[config.mk]
export PLATFORM = sky130hd
export DESIGN_NAME = pll_freq_monitor
export DESIGN_NICKNAME = d
export VERILOG_FILES = /design/src/rtl/pll_freq_monitor.sv
export SDC_FILE = /design/constraint.sdc
export NUM_CORES = 1
export LEC_CHECK = 0
export ABC_AREA = 1
export CORE_ASPECT_RATIO = 1.75
export CORE_MARGIN = 1
export CORE_UTILIZATION = 36
export DETAILED_ROUTE_END_ITERATION = 16
export PLACE_DENSITY = 0.59
export SETUP_SLACK_MARGIN = 0.02
export SLEW_MARGIN = 40
export SYNTH_ARGS = -nofsm -noshare
export SYNTH_HDL_FRONTEND = slang
export SYNTH_SLANG_ARGS = --single-unit
[constraint.sdc]
create_clock -name inclk0 -period 2.3 [get_ports inclk0]
set_input_delay 0.575 -clock inclk0 [delete_from_list [all_inputs] [get_ports inclk0]]
set_output_delay 0.575 -clock inclk0 [all_outputs]
set_load 0.01 [all_outputs]
[src/rtl/pll_freq_monitor.sv]
// PLL frequency monitor: counts rising edges of meas_in over a fixed gate
// window of inclk0 cycles, reports the count, flags an in-band result and
// asserts locked after a run of consecutive good windows.
module pll_freq_monitor #(
    parameter int GATE_CYCLES  = 50000,
    parameter int CNT_W        = 16,
    parameter int EXP_MIN      = 24000,
    parameter int EXP_MAX      = 26000,
    parameter int LOCK_WINDOWS = 4
) (
    input  logic             inclk0,
    input  logic             rst_n,
    input  logic             enable,
    input  logic             meas_in,
    output logic [CNT_W-1:0] count,
    output logic             count_valid,
    output logic             in_range,
    output logic             overflow,
    output logic             locked
);
    localparam int GATE_W = (GATE_CYCLES > 1) ? $clog2(GATE_CYCLES) : 1;
    localparam int STRK_W = $clog2(LOCK_WINDOWS + 1);
    localparam logic [GATE_W-1:0] GATE_LAST = GATE_W'(GATE_CYCLES - 1);
    localparam logic [CNT_W-1:0]  CNT_SAT   = '1;
    localparam logic [STRK_W-1:0] STRK_FULL = STRK_W'(LOCK_WINDOWS);
    // Band limits held wider than the counter so EXP_MAX >= 2^CNT_W stays exact.
    localparam logic [32:0] MIN_X = 33'(EXP_MIN);
    localparam logic [32:0] MAX_X = 33'(EXP_MAX);

    typedef enum logic [1:0] {IDLE, GATE, REPORT} state_t;

    state_t              state, state_nxt;
    logic                s1, s2, s3;
    logic                rise;
    logic [GATE_W-1:0]   gate_cnt;
    logic [CNT_W-1:0]    edge_cnt;
    logic                ovf_r;
    logic [STRK_W-1:0]   streak, streak_inc;
    logic                start_win;
    logic                win_in_range;
    logic [32:0]         edge_x;

    assign rise         = s2 & ~s3;
    assign edge_x       = 33'(edge_cnt);
    assign win_in_range = !ovf_r && (edge_x >= MIN_X) && (edge_x <= MAX_X);
    assign streak_inc   = (streak == STRK_FULL) ? streak : streak + 1'b1;

    // Two-flop synchronizer plus a delay flop for rising-edge detection.
    always_ff @(posedge inclk0) begin
        if (!rst_n) begin
            s1 <= 1'b0;
            s2 <= 1'b0;
            s3 <= 1'b0;
        end else begin
            s1 <= meas_in;
            s2 <= s1;
            s3 <= s2;
        end
    end

    // State register.
    always_ff @(posedge inclk0) begin
        if (!rst_n) state <= IDLE;
        else        state <= state_nxt;
    end

    // Next state; start_win marks every entry into a fresh gate window.
    always_comb begin
        state_nxt = state;
        start_win = 1'b0;
        case (state)
            IDLE: begin
                if (enable) begin
                    state_nxt = GATE;
                    start_win = 1'b1;
                end
            end
            GATE: begin
                if (!enable)                    state_nxt = IDLE;
                else if (gate_cnt == GATE_LAST) state_nxt = REPORT;
            end
            REPORT: begin
                if (enable) begin
                    state_nxt = GATE;
                    start_win = 1'b1;
                end else begin
                    state_nxt = IDLE;
                end
            end
            default: state_nxt = IDLE;
        endcase
    end

    // Window counters, report registers and lock streak.
    always_ff @(posedge inclk0) begin
        if (!rst_n) begin
            gate_cnt    <= '0;
            edge_cnt    <= '0;
            ovf_r       <= 1'b0;
            streak      <= '0;
            count       <= '0;
            count_valid <= 1'b0;
            in_range    <= 1'b0;
            overflow    <= 1'b0;
            locked      <= 1'b0;
        end else begin
            count_valid <= 1'b0;
            if (state == GATE) begin
                if (!enable) begin
                    // Aborted window: no report, but the good-window run is broken.
                    streak <= '0;
                    locked <= 1'b0;
                end else begin
                    gate_cnt <= gate_cnt + 1'b1;
                    if (rise) begin
                        if (edge_cnt == CNT_SAT) ovf_r    <= 1'b1;
                        else                     edge_cnt <= edge_cnt + 1'b1;
                    end
                end
            end
            if (state == REPORT) begin
                count       <= edge_cnt;
                overflow    <= ovf_r;
                count_valid <= 1'b1;
                in_range    <= win_in_range;
                if (win_in_range) begin
                    streak <= streak_inc;
                    locked <= (streak_inc == STRK_FULL);
                end else begin
                    streak <= '0;
                    locked <= 1'b0;
                end
            end
            if (start_win) begin
                gate_cnt <= '0;
                edge_cnt <= '0;
                ovf_r    <= 1'b0;
            end
        end
    end
endmodule

==> impl_metrics.py, run 1 <==
metrics = {
    "placed_design": {
        "placed_cell_area_um2": 3290,
        "portBuffers": 23,
        "hpwl_um": 5010,
        "dp_slack_ns": 0.0903,
        "place_congestion": 0.879,
    },
    "drt": {
        "wl_um": 6870,
        "wl_per_cell_um": 12.6,
        "drt.antenna.violating_nets": 0,
        "drc_errors": 0,
        "drt_iter0_drc": 160,
        "vias_per_cell": 4.96,
        "drt_first_pass_iters": 4,
        "vias": 2701,
    },
    "logic_synthesis": {
        "synth_mux_area_frac": 0,
        "ys_top_cells_by_area": "dfxtp_1 (42%), nand2_1 (11%), a21oi_1 (7.7%)",
        "synth-edff-count": 0,
        "synth_common_cells": "nand2_1 (85), dfxtp_1 (61), nor2_1 (57)",
        "synth_top_area_share": 0.417,
        "synth_nets": 432,
        "synth_compound_area_frac": 0.149,
        "synth-simple-area-share": 0.279,
        "ys_warn_count": 0,
        "synth_adder_area_share": 0.0385,
        "ys_async_sr_fraction": 0,
        "synth_area_um2": 2930,
        "syn_area_per_cell_um2": 6.98,
        "yosysMostFrequentCell": "nand2_1",
        "synth.largest_area_cell": "dfxtp_1",
        "netlist-cell-type-count": 26,
        "netlist_instances": 419,
        "synth-xor-area-share": 0.0269,
        "ys_ff_latch": 61,
        "ys_seq_area_frac": 0.417,
        "synth_top_family_by_area": "simple AND/OR/NAND/NOR gates",
        "synth_ff_type": "dfxtp_1",
    },
    "floorplan": {
        "coreArea_um2": 7910,
        "die_x_um": 70.1,
        "die_h_um": 121,
        "ios": 24,
        "row_count": 43,
        "start_util": 0.370,
        "dieArea_um2": 8500,
    },
    "final_layout": {
        "final_util": 0.448,
        "fill_cells": 793,
        "area_delta_synth_final_pct": 21.2,
        "final_nets": 464,
        "layout-drive-gt1-share": 0.0747,
        "diodes": 0,
        "final_cell_area_um2": 3550,
    },
    "sta": {
        "relSlewSlack": 0.653,
        "setup_viol": 0,
        "fin_setup_tns_ns": 0,
        "hold-worst-slack_ns": 0.426,
        "min_period_over_period": 0.814,
        "clock_skew_ns": 0.00407,
        "finalHoldViolations": 0,
        "slew_violations": 0,
        "fmax_mhz": 534,
        "worstMarginPinSlew_ns": 0.520,
        "period_minus_slack_ns": 1.87,
        "rsz0062_at_grt": "false",
        "fin_ws_ns": 0.429,
    },
    "power_and_ir_drop": {
        "peakVddDrop_mv": 0.405,
        "power_density_nw_per_um2": 714,
        "leakagePower_nw": 1.41,
    },
    "global_routing": {
        "grt_util_all_layers": 0.178,
        "grt_remaining_overflow": 0,
        "grt_pass1_wl_um": 11600,
        "grt_max_degree": 32,
        "grt_pass1_vias": 2576,
        "antenna_found_initial": 0,
    },
    "clocking": {
        "numCtsBuffers": 9,
        "cts-root-buf": "clkbuf_16",
        "post_cts_resized": 0,
        "cts_htree_levels": 3,
        "cts.sinks": 61,
        "cts_tree": "yes",
        "clk_latency_ns": 0.33,
        "postCtsSetupBuffers": 0,
        "cts-hold-fix-buffers": 0,
        "cts.clk_slew.worst_paths_ns": 0.05,
        "cts_max_path_buffers": 2,
    },
    "setup_path": {
        "arrival_ns": 2.13,
        "r2r_cells": 8,
        "critical_path_class": "in2reg",
        "worstPathCellList": "clkdlybuf4s50_1, nand2_2, nor2_1, nand3_1, nor3_1, nor2_1, nor3_1",
        "path_max_fanout": 8,
        "cp.required_ns": 2.55,
        "crit_path_top_delay_cell": "clkdlybuf4s50_1",
        "rrSetupSlack_ns": 0.47,
        "endpoint_kind": "flip-flop",
        "cp_slowest_stage_delay_ns": 0.58,
        "cp-start-kind": "input pin",
    },
    "min_path": {
        "whs_path_depth": 2,
        "min_path_type": "reg2reg",
    },
    "run_status": {
        "status": "completed",
    },
    "flow_run": {
        "max_cap_violations": 0,
    },
}
-- routing by layer --
| layer | vias up | track usage | share of wire |
|---|---|---|---|
| met5 | - | 0 | 0 |
| met4 | 0 | 0.123 | 0.034 |
| met3 | 20 | 0.0390 | 0.029 |
| met2 | 53 | 0.321 | 0.54 |
| met1 | 1224 | 0.177 | 0.40 |
| li1 | 1404 | - | - |
-- power breakdown --
part	internal, mW	switching [mW]	total [mW]
clock network	0.748	0.454	1.20
logic	0.0943	0.123	0.217
registers	1.09	0.0206	1.11
-- flip-flops by register name (all words and copies together), names as in the netlist --
signal	cells
count	16
edge_cnt	16
gate_cnt	16
streak	3
state	2
count_valid	1
in_range	1
locked	1
overflow	1
ovf_r	1
s1	1
s2	1
s3	1
-- through the flow --
stage,power (mW),cells
after floorplan,1.26,419
after detailed placement,1.35,530
after CTS,2.57,545
after global placement,1.35,530
final,2.53,545
after global routing,2.64,545
-- final timing paths --
kind,start,to
setup / recovery,enable,gate_cnt[11]
hold / removal,s1,s2
setup reg to reg,edge_cnt[4],edge_cnt[6]
hold reg to reg,s1,s2
-- logic make-up (layout without fill, tap and decap cells) --
group	count (synthesis)	after routing
AND/OR/NAND/NOR	190	190
AO/OA/AOI/OAI	85	85
buffers and inverters	65	101
flip-flops	61	61
adder cells (fa/ha/maj)	9	9
XOR/XNOR	9	9
-- worst max-delay path, delay by kind of cell --
family        cells  cell delay (ns)
simple gates      6             0.96
buf+inv           1             0.58
-- placed cells by master, fill, tap and decap left out, types with 7 or more instances in the layout --
| master | synthesis | final |
|---|---|---|
| ha_1 | 9 | 9 |
| dfxtp_1 | 61 | 61 |
| clkdlybuf4s50_1 | 0 | 23 |
| a21oi_1 | 45 | 45 |
| o21ai_0 | 36 | 36 |
| xor2_1 | 9 | 9 |
| nand2_1 | 85 | 85 |
| nor2_1 | 57 | 57 |
| inv_1 | 54 | 54 |
| nor3_1 | 11 | 11 |
| buf_4 | 0 | 7 |
| clkbuf_16 | 0 | 9 |
| nand3_1 | 18 | 18 |
-- layout make-up --
cell class	instances	area (um^2)	share of cell area
Multi-Input combinational cell	293	1440	0.407
Timing Repair Buffer	31	303	0.0854
Sequential cell	61	1220	0.344
Clock buffer	13	250	0.0706
Clock inverter	2	10.0	0.00282
Tap cell	90	113	0.0318
Inverter	55	206	0.0582
Power figures use the tool's default switching activity.
==> run 2, diff against run 1 <==
--- a/config.mk
+++ b/config.mk
@@ -10,7 +10,7 @@
 export CORE_MARGIN = 1
 export CORE_UTILIZATION = 36
 export DETAILED_ROUTE_END_ITERATION = 16
-export PLACE_DENSITY = 0.59
+export PLACE_DENSITY = 0.61
 export SETUP_SLACK_MARGIN = 0.02
 export SLEW_MARGIN = 40
 export SYNTH_ARGS = -nofsm -noshare
==> constraint.sdc (replaced) <==
create_clock -name inclk0 -period 1.7 [get_ports inclk0]
set_input_delay 0.425 -clock inclk0 [delete_from_list [all_inputs] [get_ports inclk0]]
set_output_delay 0.425 -clock inclk0 [all_outputs]
set_load 0.01 [all_outputs]
==> run 2 against run 1 <==
- first-iteration DRC count shrank 33%
- design area grew 6.1%
- setup slack lost 0.37 ns
- die area is the same
- sequential share of layout area shrank 1.7 points
==> impl_metrics.py, run 2 (synthesis results as in run 1) <==
metrics = {
    "sta": {
        "worstMarginPinSlew_ns": 0.340,
        "period_minus_slack_ns": 1.64,
        "min_period_over_period": 0.965,
        "relSlewSlack": 0.771,
        "setup_viol": 0,
        "clock_skew_ns": 0.00647,
        "fin_ws_ns": 0.0594,
        "rsz0062_at_grt": "false",
        "finalHoldViolations": 0,
        "fmax_mhz": 610,
        "slew_violations": 0,
    },
    "drt": {
        "vias_per_cell": 4.93,
        "wl_per_cell_um": 12.3,
        "drt_iter0_drc": 108,
        "drt_first_pass_iters": 4,
        "drc_errors": 0,
        "wl_um": 6950,
        "drt.antenna.violating_nets": 0,
        "vias": 2778,
    },
    "floorplan": {
        "ios": 24,
        "die_x_um": 70.1,
        "row_count": 43,
        "die_h_um": 121,
        "start_util": 0.370,
        "coreArea_um2": 7910,
        "dieArea_um2": 8500,
    },
    "placed_design": {
        "dp_slack_ns": -0.379,
        "place_congestion": 0.911,
        "hpwl_um": 5210,
        "placed_cell_area_um2": 3430,
        "portBuffers": 23,
    },
    "setup_path": {
        "rrSetupSlack_ns": 0.15,
        "cp_slowest_stage_delay_ns": 0.54,
        "arrival_ns": 1.22,
        "cp_top_family": "buffers and inverters",
        "path_max_fanout": 2,
        "endpoint_kind": "output pin",
        "crit-reg2reg-launch": "state[0]",
        "crit_path_top_delay_cell": "clkdlybuf4s50_1",
        "cp.required_ns": 1.27,
        "crit_buf_inv": 1,
        "r2r_cells": 9,
        "critical_path_class": "reg2out",
        "cp-start-kind": "flip-flop",
        "worstPathCellList": "clkdlybuf4s50_1",
        "r2r_end": "gate_cnt[6]",
    },
    "power_and_ir_drop": {
        "peakVddDrop_mv": 0.592,
        "power_density_nw_per_um2": 888,
        "leakagePower_nw": 1.54,
    },
    "min_path": {
        "min_path_type": "reg2reg",
        "whs_endpoint": "s3",
        "min_from": "s2",
        "whs_path_depth": 2,
    },
    "final_layout": {
        "fill_cells": 790,
        "layout_common_cells": "nand2_1 (83), nor2_1 (56), dfxtp_1 (56)",
        "area_delta_synth_final_pct": 28.6,
        "layout.cells.most_common": "nand2_1",
        "final_cell_area_um2": 3760,
        "final_nets": 485,
        "diodes": 0,
        "layout-drive-gt1-share": 0.146,
        "top_regs": "count: 16 flops, edge_cnt: 16 flops, gate_cnt: 16 flops",
    },
    "clocking": {
        "cts_htree_levels": 3,
        "clk_latency_ns": 0.33,
        "cts_max_path_buffers": 2,
        "cts-hold-fix-buffers": 0,
        "cts-root-buf": "clkbuf_16",
        "cts.sinks": 61,
        "cts_tree": "yes",
        "cts.clk_slew.worst_paths_ns": 0.05,
        "numCtsBuffers": 9,
    },
    "global_routing": {
        "grt_util_all_layers": 0.181,
        "grt_use_met2": 0.331,
        "grt_pass1_vias": 2758,
        "use_met3": 0.0482,
        "antenna_found_initial": 0,
        "met1_usage": 0.175,
        "busiest_layer": "met2",
        "grt_remaining_overflow": 0,
        "grt_pass1_wl_um": 11900,
        "grt_max_degree": 30,
    },
    "run_status": {
        "status": "completed",
    },
    "flow_run": {
        "max_cap_violations": 0,
    },
}
-- run 2: report_power, final --
| group | total [mW] | switching, mW | internal [mW] |
|---|---|---|---|
| Sequential | 1.51 | 0.0314 | 1.48 |
| Clock | 1.51 | 0.561 | 0.949 |
| Combinational | 0.320 | 0.176 | 0.144 |
-- run 2: through the flow --
step	TNS, ns	power, mW	hold WS [ns]	utilization	cells
floorplan	0	1.70	0.390	-	419
global placement	-7.43	1.84	0.405	0.433	549
detailed placement	-8.16	1.84	0.411	0.433	549
CTS	0	3.37	0.424	0.465	561
global route	0	3.49	0.452	0.476	563
finish	0	3.34	0.419	0.476	563
-- run 2: repair_timing --
item	CTS	global route
pin swaps	0	6
resized for setup	4	23
endpoints found under the setup margin	10	22
setup buffers	0	2
-- run 2: worst max path at each step --
stage / start / to / cells past startpoint
2_1_floorplan: state[0] / gate_cnt[8] / 9
3_3_place_gp: enable / gate_cnt[11] / 7
3_5_place_dp: enable / gate_cnt[9] / 6
4_1_cts: count[14] / count[14] / 1
5_1_grt: state[1] / edge_cnt[14] / 10
6_report: count[0] / count[0] / 1
-- run 2: routing by layer --
metal  wire length [um]  vias up
li1                   -     1447
met1               2640     1261
met2               3770       46
met3                203       24
met4                334        0
met5                  0        -
-- run 2: layout make-up --
cell class | count | area (um^2) | area share
Multi-Input combinational cell | 293 | 1510 | 0.401
Sequential cell | 61 | 1230 | 0.327
Timing Repair Buffer | 52 | 469 | 0.125
Inverter | 55 | 206 | 0.0549
Clock buffer | 12 | 236 | 0.0629
Tap cell | 90 | 113 | 0.0299
